File: config.mk
export PLATFORM = sky130hd
export DESIGN_NAME = pipe_hazard_ctr
export DESIGN_NICKNAME = d
export VERILOG_FILES = /design/src/rtl/pipe_hazard_ctr_pkg.sv /design/src/rtl/pipe_hazard_ctr_mdu_seq.sv /design/src/rtl/pipe_hazard_ctr.sv
export SDC_FILE = /design/constraint.sdc
export NUM_CORES = 1
export LEC_CHECK = 0
export CAP_MARGIN = 20
export CORE_MARGIN = 2
export CORE_UTILIZATION = 31
export DETAILED_ROUTE_END_ITERATION = 7
export GPL_ROUTABILITY_DRIVEN = 0
export PLACE_DENSITY = 0.88
export SYNTH_ARGS = -nofsm -noshare
export SYNTH_HDL_FRONTEND = slang
export SYNTH_SLANG_ARGS = --single-unit
File: constraint.sdc
create_clock -name clk -period 2.5 [get_ports clk]
set_clock_uncertainty 0.15 [all_clocks]
set_input_delay 0.5 -clock clk [delete_from_list [all_inputs] [get_ports clk]]
set_output_delay 0.5 -clock clk [all_outputs]
set_load 0.02 [all_outputs]
File: src/rtl/pipe_hazard_ctr_pkg.sv
// pipe_hazard_ctr_pkg: shared constants for the hazard scheduler.
// Forwarding select codes and MDU sequencer state encodings.
package pipe_hazard_ctr_pkg;

  localparam logic [1:0] FWD_REG = 2'b00;
  localparam logic [1:0] FWD_EX  = 2'b01;
  localparam logic [1:0] FWD_MEM = 2'b10;

  localparam logic [0:0] ST_IDLE = 1'b0;
  localparam logic [0:0] ST_RUN  = 1'b1;

endpackage

File: src/rtl/pipe_hazard_ctr_mdu_seq.sv
// pipe_hazard_ctr_mdu_seq: IDLE/RUN sequencer for the fixed-latency MDU.
// Ports: clk, rst (async high), id_is_mdu, hold, flush in; go, mdu_start, mdu_busy, in_run out.
module pipe_hazard_ctr_mdu_seq
  import pipe_hazard_ctr_pkg::*;
#(
  parameter int MDU_LAT = 4
) (
  input  logic clk,
  input  logic rst,
  input  logic id_is_mdu,
  input  logic hold,
  input  logic flush,
  output logic go,
  output logic mdu_start,
  output logic mdu_busy,
  output logic in_run
);

  localparam logic [3:0] CNT_INIT = 4'(MDU_LAT - 1);

  logic [0:0] state;
  logic [3:0] cnt;

  assign in_run    = (state == ST_RUN);
  assign go        = !in_run && id_is_mdu && !hold && !flush;
  assign mdu_start = go;
  assign mdu_busy  = in_run;

  always_ff @(posedge clk or posedge rst) begin
    if (rst) begin
      state <= ST_IDLE;
      cnt   <= '0;
    end else begin
      unique case (1'b1)
        !in_run: begin
          if (go) begin
            state <= ST_RUN;
            cnt   <= CNT_INIT;
          end
        end
        in_run: begin
          if (cnt == '0) begin
            state <= ST_IDLE;
          end else begin
            cnt <= cnt - 4'd1;
          end
        end
        default: state <= ST_IDLE;
      endcase
    end
  end

endmodule

File: src/rtl/pipe_hazard_ctr.sv
// pipe_hazard_ctr: forwarding, load-use stall, branch flush, MDU sequencing.
// Ports: ID/EX/MEM hazard inputs; fwd_a/b, pc_stall, id_bubble, if_flush, mdu_*, perf counters.
// Macro HAZ_PERF_CNT_EN builds the saturating stall/flush counters.
module pipe_hazard_ctr
  import pipe_hazard_ctr_pkg::*;
#(
  parameter int MDU_LAT = 4,
  parameter int REG_W   = 5
) (
  input  logic             clk,
  input  logic             rst,
  input  logic [REG_W-1:0] id_rs,
  input  logic [REG_W-1:0] id_rt,
  input  logic             id_use_rs,
  input  logic             id_use_rt,
  input  logic             id_is_mdu,
  input  logic             id_is_hilo,
  input  logic             ex_wreg,
  input  logic [REG_W-1:0] ex_destR,
  input  logic             ex_mem2reg,
  input  logic             mem_wreg,
  input  logic [REG_W-1:0] mem_destR,
  input  logic             ex_branch_taken,
  output logic [1:0]       fwd_a,
  output logic [1:0]       fwd_b,
  output logic             pc_stall,
  output logic             id_bubble,
  output logic             if_flush,
  output logic             mdu_start,
  output logic             mdu_busy,
  output logic [31:0]      stall_cycles,
  output logic [31:0]      flush_cycles
);

  logic ex_nz;
  logic mem_nz;
  logic ex_alu;
  logic lu;
  logic mdu_hz;
  logic in_run;
  logic go;

  assign ex_nz  = ex_wreg && (ex_destR != '0);
  assign mem_nz = mem_wreg && (mem_destR != '0);
  assign ex_alu = ex_nz && !ex_mem2reg;

  always_comb begin
    fwd_a = FWD_REG;
    if (id_use_rs && ex_alu && ex_destR == id_rs) begin
      fwd_a = FWD_EX;
    end else if (id_use_rs && mem_nz && mem_destR == id_rs) begin
      fwd_a = FWD_MEM;
    end
  end

  always_comb begin
    fwd_b = FWD_REG;
    if (id_use_rt && ex_alu && ex_destR == id_rt) begin
      fwd_b = FWD_EX;
    end else if (id_use_rt && mem_nz && mem_destR == id_rt) begin
      fwd_b = FWD_MEM;
    end
  end

  assign lu = ex_nz && ex_mem2reg &&
              ((id_use_rs && ex_destR == id_rs) ||
               (id_use_rt && ex_destR == id_rt));

  assign mdu_hz    = in_run && (id_is_mdu || id_is_hilo);
  assign pc_stall  = !ex_branch_taken && (lu || mdu_hz);
  assign id_bubble = ex_branch_taken || lu || mdu_hz;
  assign if_flush  = ex_branch_taken;

  pipe_hazard_ctr_mdu_seq #(
    .MDU_LAT(MDU_LAT)
  ) u_mdu_seq (
    .clk      (clk),
    .rst      (rst),
    .id_is_mdu(id_is_mdu),
    .hold     (pc_stall),
    .flush    (ex_branch_taken),
    .go       (go),
    .mdu_start(mdu_start),
    .mdu_busy (mdu_busy),
    .in_run   (in_run)
  );

`ifdef HAZ_PERF_CNT_EN
  always_ff @(posedge clk or posedge rst) begin
    if (rst) begin
      stall_cycles <= '0;
      flush_cycles <= '0;
    end else begin
      if (pc_stall && stall_cycles != '1) begin
        stall_cycles <= stall_cycles + 32'd1;
      end
      if (if_flush && flush_cycles != '1) begin
        flush_cycles <= flush_cycles + 32'd1;
      end
    end
  end
`else
  assign stall_cycles = '0;
  assign flush_cycles = '0;
`endif

endmodule

# Yosys cells after proc, flatten, opt, wreduce, memory -nomap -nowiden
# Index checks and enable logic that the tools add are counted.
classes:
  n_eq_ne: 6
  n_reduce_logical: 33
  n_mux: 10
  addsub: 1
op_table:
  columns: ["operator", "count"]
  rows:
  - ["5-bit == test", 4]
  - ["1-bit logical AND", 20]
  - ["5-bit nonzero test", 2]
  - ["2-bit two-way mux", 4]
  - ["4-bit two-way mux", 2]
  - ["4-bit case mux with 2 select lines", 1]
  - ["1-bit logical OR", 5]
  - ["1-bit logical NOT", 4]
  - ["4-bit logical NOT", 1]
  - ["2-bit != test (second input constant)", 2]
  - ["4-bit by 1-bit subtractor with 4-bit output (second input constant)", 1]
  - ["1-bit two-way mux", 2]
  - ["1-bit case mux with 2 select lines", 1]
  - ["2-bit AND reduction", 1]
totals:
  inputBits: 30
  output_inout_bits: 73
  elab_cells: 52
  regBits: 5

# Depth between registers and ports, before layout
logic_depth:
  ltp_word: 11
  mapped_depth: 8
  ltp_nobuf: 7

# Hierarchy
# From an unflattened synthesis, not the netlist that was laid out.
hier_totals:
  cells_unflattened: 135
  area_unflattened_um2: 1088.5
by_module_without_submodules:
  columns: ["mod", "area_per_inst_um2", "n_inst", "cells_each"]
  rows:
  - ["pipe_hazard_ctr", 797.0, 1, 108]
  - ["pipe_hazard_ctr_mdu_seq", 291.5, 1, 27]

# Worst setup path after synthesis
# Ideal clock, no wire load.
synth_timing:
  path_kind: "input to output"
  startpoint: "input port ex_destR[1]"
  endpoint: "output port fwd_a[1]"
  path_stages: 4
  required_time_ns: 1.850
  slack_ns: -0.088
  arrival_ns: 1.938
  cell_sequence: "or4_4 > o21ai_0 > nor3_1 > nor3_1"
synth_via:
  elab_chain_len: 6
  elab_cells_between_ends: 7
synth_rtl:
  columns: ["element", "line_no", "text"]
  rows:
  - ["start, declared", "pipe_hazard_ctr.sv:19", "input logic [REG_W-1:0] ex_destR,"]
  - ["5-bit nonzero test", "pipe_hazard_ctr.sv:43", "assign ex_nz = ex_wreg && (ex_destR != '0);"]
  - ["1-bit logical AND", "pipe_hazard_ctr.sv:43", null]
  - ["1-bit logical AND", "pipe_hazard_ctr.sv:45", "assign ex_alu = ex_nz && !ex_mem2reg;"]
  - ["1-bit logical AND", "pipe_hazard_ctr.sv:49", "if (id_use_rs && ex_alu && ex_destR == id_rs) begin"]
  - ["1-bit logical AND *", "pipe_hazard_ctr.sv:49", null]
  - ["2-bit two-way mux *", "pipe_hazard_ctr.sv:49", null]
  - ["end, declared", "pipe_hazard_ctr.sv:24", "output logic [1:0] fwd_a,"]
# Mark *: on every way between the ends. The rest lies on a longest branch, timed or not.

# Worst setup path after layout
layout_timing:
  startpoint: "input port ex_destR[3]"
  endpoint: "output port id_bubble"
layout_via:
  elab_chain_len: 6
  elab_cells_between_ends: 11
layout_rtl:
  columns: ["element", "line_no", "text"]
  rows:
  - ["5-bit == test (tied with other cells)", "pipe_hazard_ctr.sv:66", "((id_use_rs && ex_destR == id_rs) ||"]
  - ["1-bit logical AND (on tied branches)", "pipe_hazard_ctr.sv:66, pipe_hazard_ctr.sv:43, pipe_hazard_ctr.sv:67", null]
  - ["1-bit logical OR or 1-bit logical AND (tied branches)", "pipe_hazard_ctr.sv:66, pipe_hazard_ctr.sv:65", null]
  - ["1-bit logical AND *", "pipe_hazard_ctr.sv:65", "assign lu = ex_nz && ex_mem2reg &&"]
  - ["1-bit logical OR * (2 in series)", "pipe_hazard_ctr.sv:71", "assign id_bubble = ex_branch_taken || lu || mdu_hz;"]
  - ["end, declared", "pipe_hazard_ctr.sv:27", "output logic id_bubble,"]
# Marks and branches as above.

==> metrics.md <==
| Metric | Value |
|---|---|
| Arr. time, crit path | 1.97 ns |
| Global Route Usage Sum | 0.124 |
| Fin worst setup slack | -0.120 ns |
| Yosys Warn Count | 0 |
| Cell class contributing the biggest share of worst-path delay | simple AND/OR/NAND/NOR gates |
| Starting Density | 0.326 |
| Fmax | 0.382 GHz |
| PwrDens | 442 nW/µm² |
| Synth cell types | 29 |
| Dpl ws | -0.885 ns |
| CTS tree | done |
| Pint | 0.000378 W |
| Sw power | 0.000342 W |
| Final Hold Viols | 0 |
| Filler cells | 329 |
| Hold Buf Count CTS | 0 |
| CP Cell Sequence | buf_8, or4_4, o211ai_4, a21oi_4, or3b_1, buf_6 |
| Failing checks | negative setup slack |
| CTS clock-pin slew for the worst setup and hold paths | 0.04 ns |
| Drt wl/cell | 10.6 µm |
| Setup crit start | ex_destR[3] |
| Largest cells by area after synthesis | buf_4, xor2_1, dfrtp_1 |
| Critical Path Start Type | input pin |
| Vias in the first global route | 957 |
| Clock buffer depth | 2 |
| CP bufs+invs | 2 |
| Initial antenna violation count | 0 |
| Hpwl dp | 2150 µm |
| Logic gate share of total power | 0.651 |
| Nets | 239 |
| P&R area growth vs syn | 48.3% |
| Most used DFF post-synth | dfrtp_1 |
| Crit Path Max Fanout | 3 |
| Critical-path top delay cell | or4_4 |
| Clk network pwr share | 0.123 |
| Die area | 4030 µm² |
| Met1 WL | 912 µm |
| Worst min path class | input pin to async pin |
| Clock sink total | 5 |
| Root buf cell | clkbuf_4 |
| Post-synth EDFFs | 0 |
| Number of CTS-inserted buffers | 3 |
| CP endpoint kind | output pin |
| Later-pin clock latency in the skew report | 0.23 ns |
| Final setup vio count | 6 |
| Drt first pass iters | 4 |
| Seq pwr share | 0.226 |
| Share of layout cells above drive strength 1 | 0.300 |
| Post-synth top cells | buf_4, xor2_1, nor3_1, dfrtp_1, xnor2_1 |
| DRT iter0 DRCs | 11 |
| Status | finished, violations left |
| Critical path type | input pin to output pin |
| Row cnt | 21 |
| Total wire length | 2690 µm |
| Vias after detailed routing | 983 |
| Placed Cells | 238 |
| Global-route wire length before repair | 4030 µm |
| Tmin final | 2.62 ns |
| Count leader, synth | buf_4 |
| Max-capacitance violation count | 0 |
| RR Startpoint | u_mdu_seq.cnt[0]$_DFFE_PP0P_ |
| Post-Syn Instances | 140 |
| Synthesis-stage register bit count | 5 |
| Post-DR vias/cell | 3.89 |
| Die Y | 63.5 µm |
| Gr ovfl total | 0 |
| Net Sw Frac | 0.475 |
| Yosys top cell area share | 0.445 |
| I/O Buffers | 38 |
| RSZ-0062 raised after global routing | true |
| Fin cells | 253 |
| Die W | 63.5 µm |
| Met3 routed WL | 229 µm |
| Max-slew violation count | 0 |
| Leading area contributor after synthesis | buf_4 |
| Mean Syn Cell Area | 7.84 µm² |
| DRC violations left | 0 |
| Mapped cell area | 1100 µm² |
| H-tree Lvls | 1 |
| Tcrit/Tclk final | 1.05 |
| Largest net degree at the start of global routing | 10 |
| N_diodes | 0 |
| Final ANT Viol Nets | 0 |
| Highest Signal Layer | met4 |
| Post-synthesis async set-or-reset flop share | 1.00 |
| Sequential share of the synthesized area | 0.114 |
| Pleak | 0.822 nW |
| Io pins | 103 |
| Core area | 3360 µm² |
| Max VDD drop | 0.151 mV |
| Critical Path RT | 1.85 ns |
| Slowest cell delay on critical path | 0.57 ns |
| Met2 wire length | 1520 µm |
[placed cells by master, fill, tap and decap left out, types with 2 or more instances in the layout]
cell | netlist | final
clkdlybuf4s50_1 | 0 | 12
nor4_2 | 0 | 2
nand3_1 | 4 | 4
buf_8 | 0 | 2
nor3_4 | 0 | 2
clkdlybuf4s15_1 | 0 | 3
dlymetal6s2s_1 | 0 | 2
nor4_1 | 4 | 2
buf_2 | 0 | 2
dlygate4sd2_1 | 0 | 4
clkbuf_4 | 0 | 3
a21oi_1 | 2 | 2
xnor2_1 | 5 | 5
conb_1 | 1 | 64
nor2_1 | 3 | 2
nand2_1 | 4 | 3
nor3_1 | 7 | 3
inv_1 | 4 | 4
buf_6 | 0 | 12
o21a_1 | 2 | 2
dfrtp_1 | 5 | 5
clkbuf_2 | 0 | 4
buf_4 | 65 | 24
xor2_1 | 16 | 15
nor3_2 | 0 | 2
[metrics by stage]
stage          cell area [µm²]  total power (W)  setup TNS, ns   util  hold WS [ns]
3_5_place_dp              1420         0.000598          -6.07  0.423         0.390
6_report                  1630         0.000720         -0.424  0.484         0.326
4_1_cts                   1560         0.000706         -0.553  0.465         0.322
2_1_floorplan             1350         0.000510        -0.0225      -         0.129
5_1_grt                   1630         0.000785          -1.17  0.484         0.345
3_3_place_gp              1420         0.000579          -5.48  0.423         0.375
[power groups by stage]
stage / sequential (W) / combinational (W) / clock [W]
floorplan: 0.000161 / 0.000349 / 0
global placement: 0.000158 / 0.000421 / 0
detailed placement: 0.000162 / 0.000436 / 0
CTS: 0.000161 / 0.000450 / 0.0000942
global route: 0.000167 / 0.000516 / 0.000101
finish: 0.000163 / 0.000469 / 0.0000885
[flip-flops by register name (all words and copies together), names as in the netlist]
register          flops
u_mdu_seq.cnt         4
u_mdu_seq.in_run      1
[worst paths after layout]
check	to	slack (ns)	cells past startpoint
min	u_mdu_seq.cnt[3]$_DFFE_PP0P_	0.33	2
max	id_bubble	-0.12	6
min in group clk	u_mdu_seq.cnt[0]$_DFFE_PP0P_	0.42	1
max reg2reg	u_mdu_seq.cnt[0]$_DFFE_PP0P_	0.58	6
min reg2reg	u_mdu_seq.cnt[0]$_DFFE_PP0P_	0.42	1
max in group asynchronous	u_mdu_seq.cnt[1]$_DFFE_PP0P_	1.71	2
[kinds of logic after synthesis]
kind of cell	synth area share
AOI/OAI and AO/OA	0.114
xor gates and xnor gates	0.168
buffers and inverters	0.462
adders and majority gates	0.0114
other	0.00342
and+or+nand+nor	0.128
DFF	0.114
[area by class of cell]
cell class              instances  area (µm²)  share of cell area
flip-flops and latches          5         125              0.0769
well taps                      46        57.6              0.0354
clock buffers                   4        26.3              0.0161
inverters                       4        15.0             0.00922
repair buffers                 66         597               0.367
multi-input cells             128         807               0.496
[metal layers]
metal	vias up	track usage
met2	61	0.255
met1	446	0.121
li1	472	-
met5	-	0
met4	0	0.0462
met3	4	0.0179
[repair_timing]
item,CTS,global route
pin swaps,11,12
setup endpoints to repair,7,7
gates resized for setup,99,18
buffers inserted,8,4
gates cloned,0,0
Note: power is estimated with default switching activity, not from simulation.
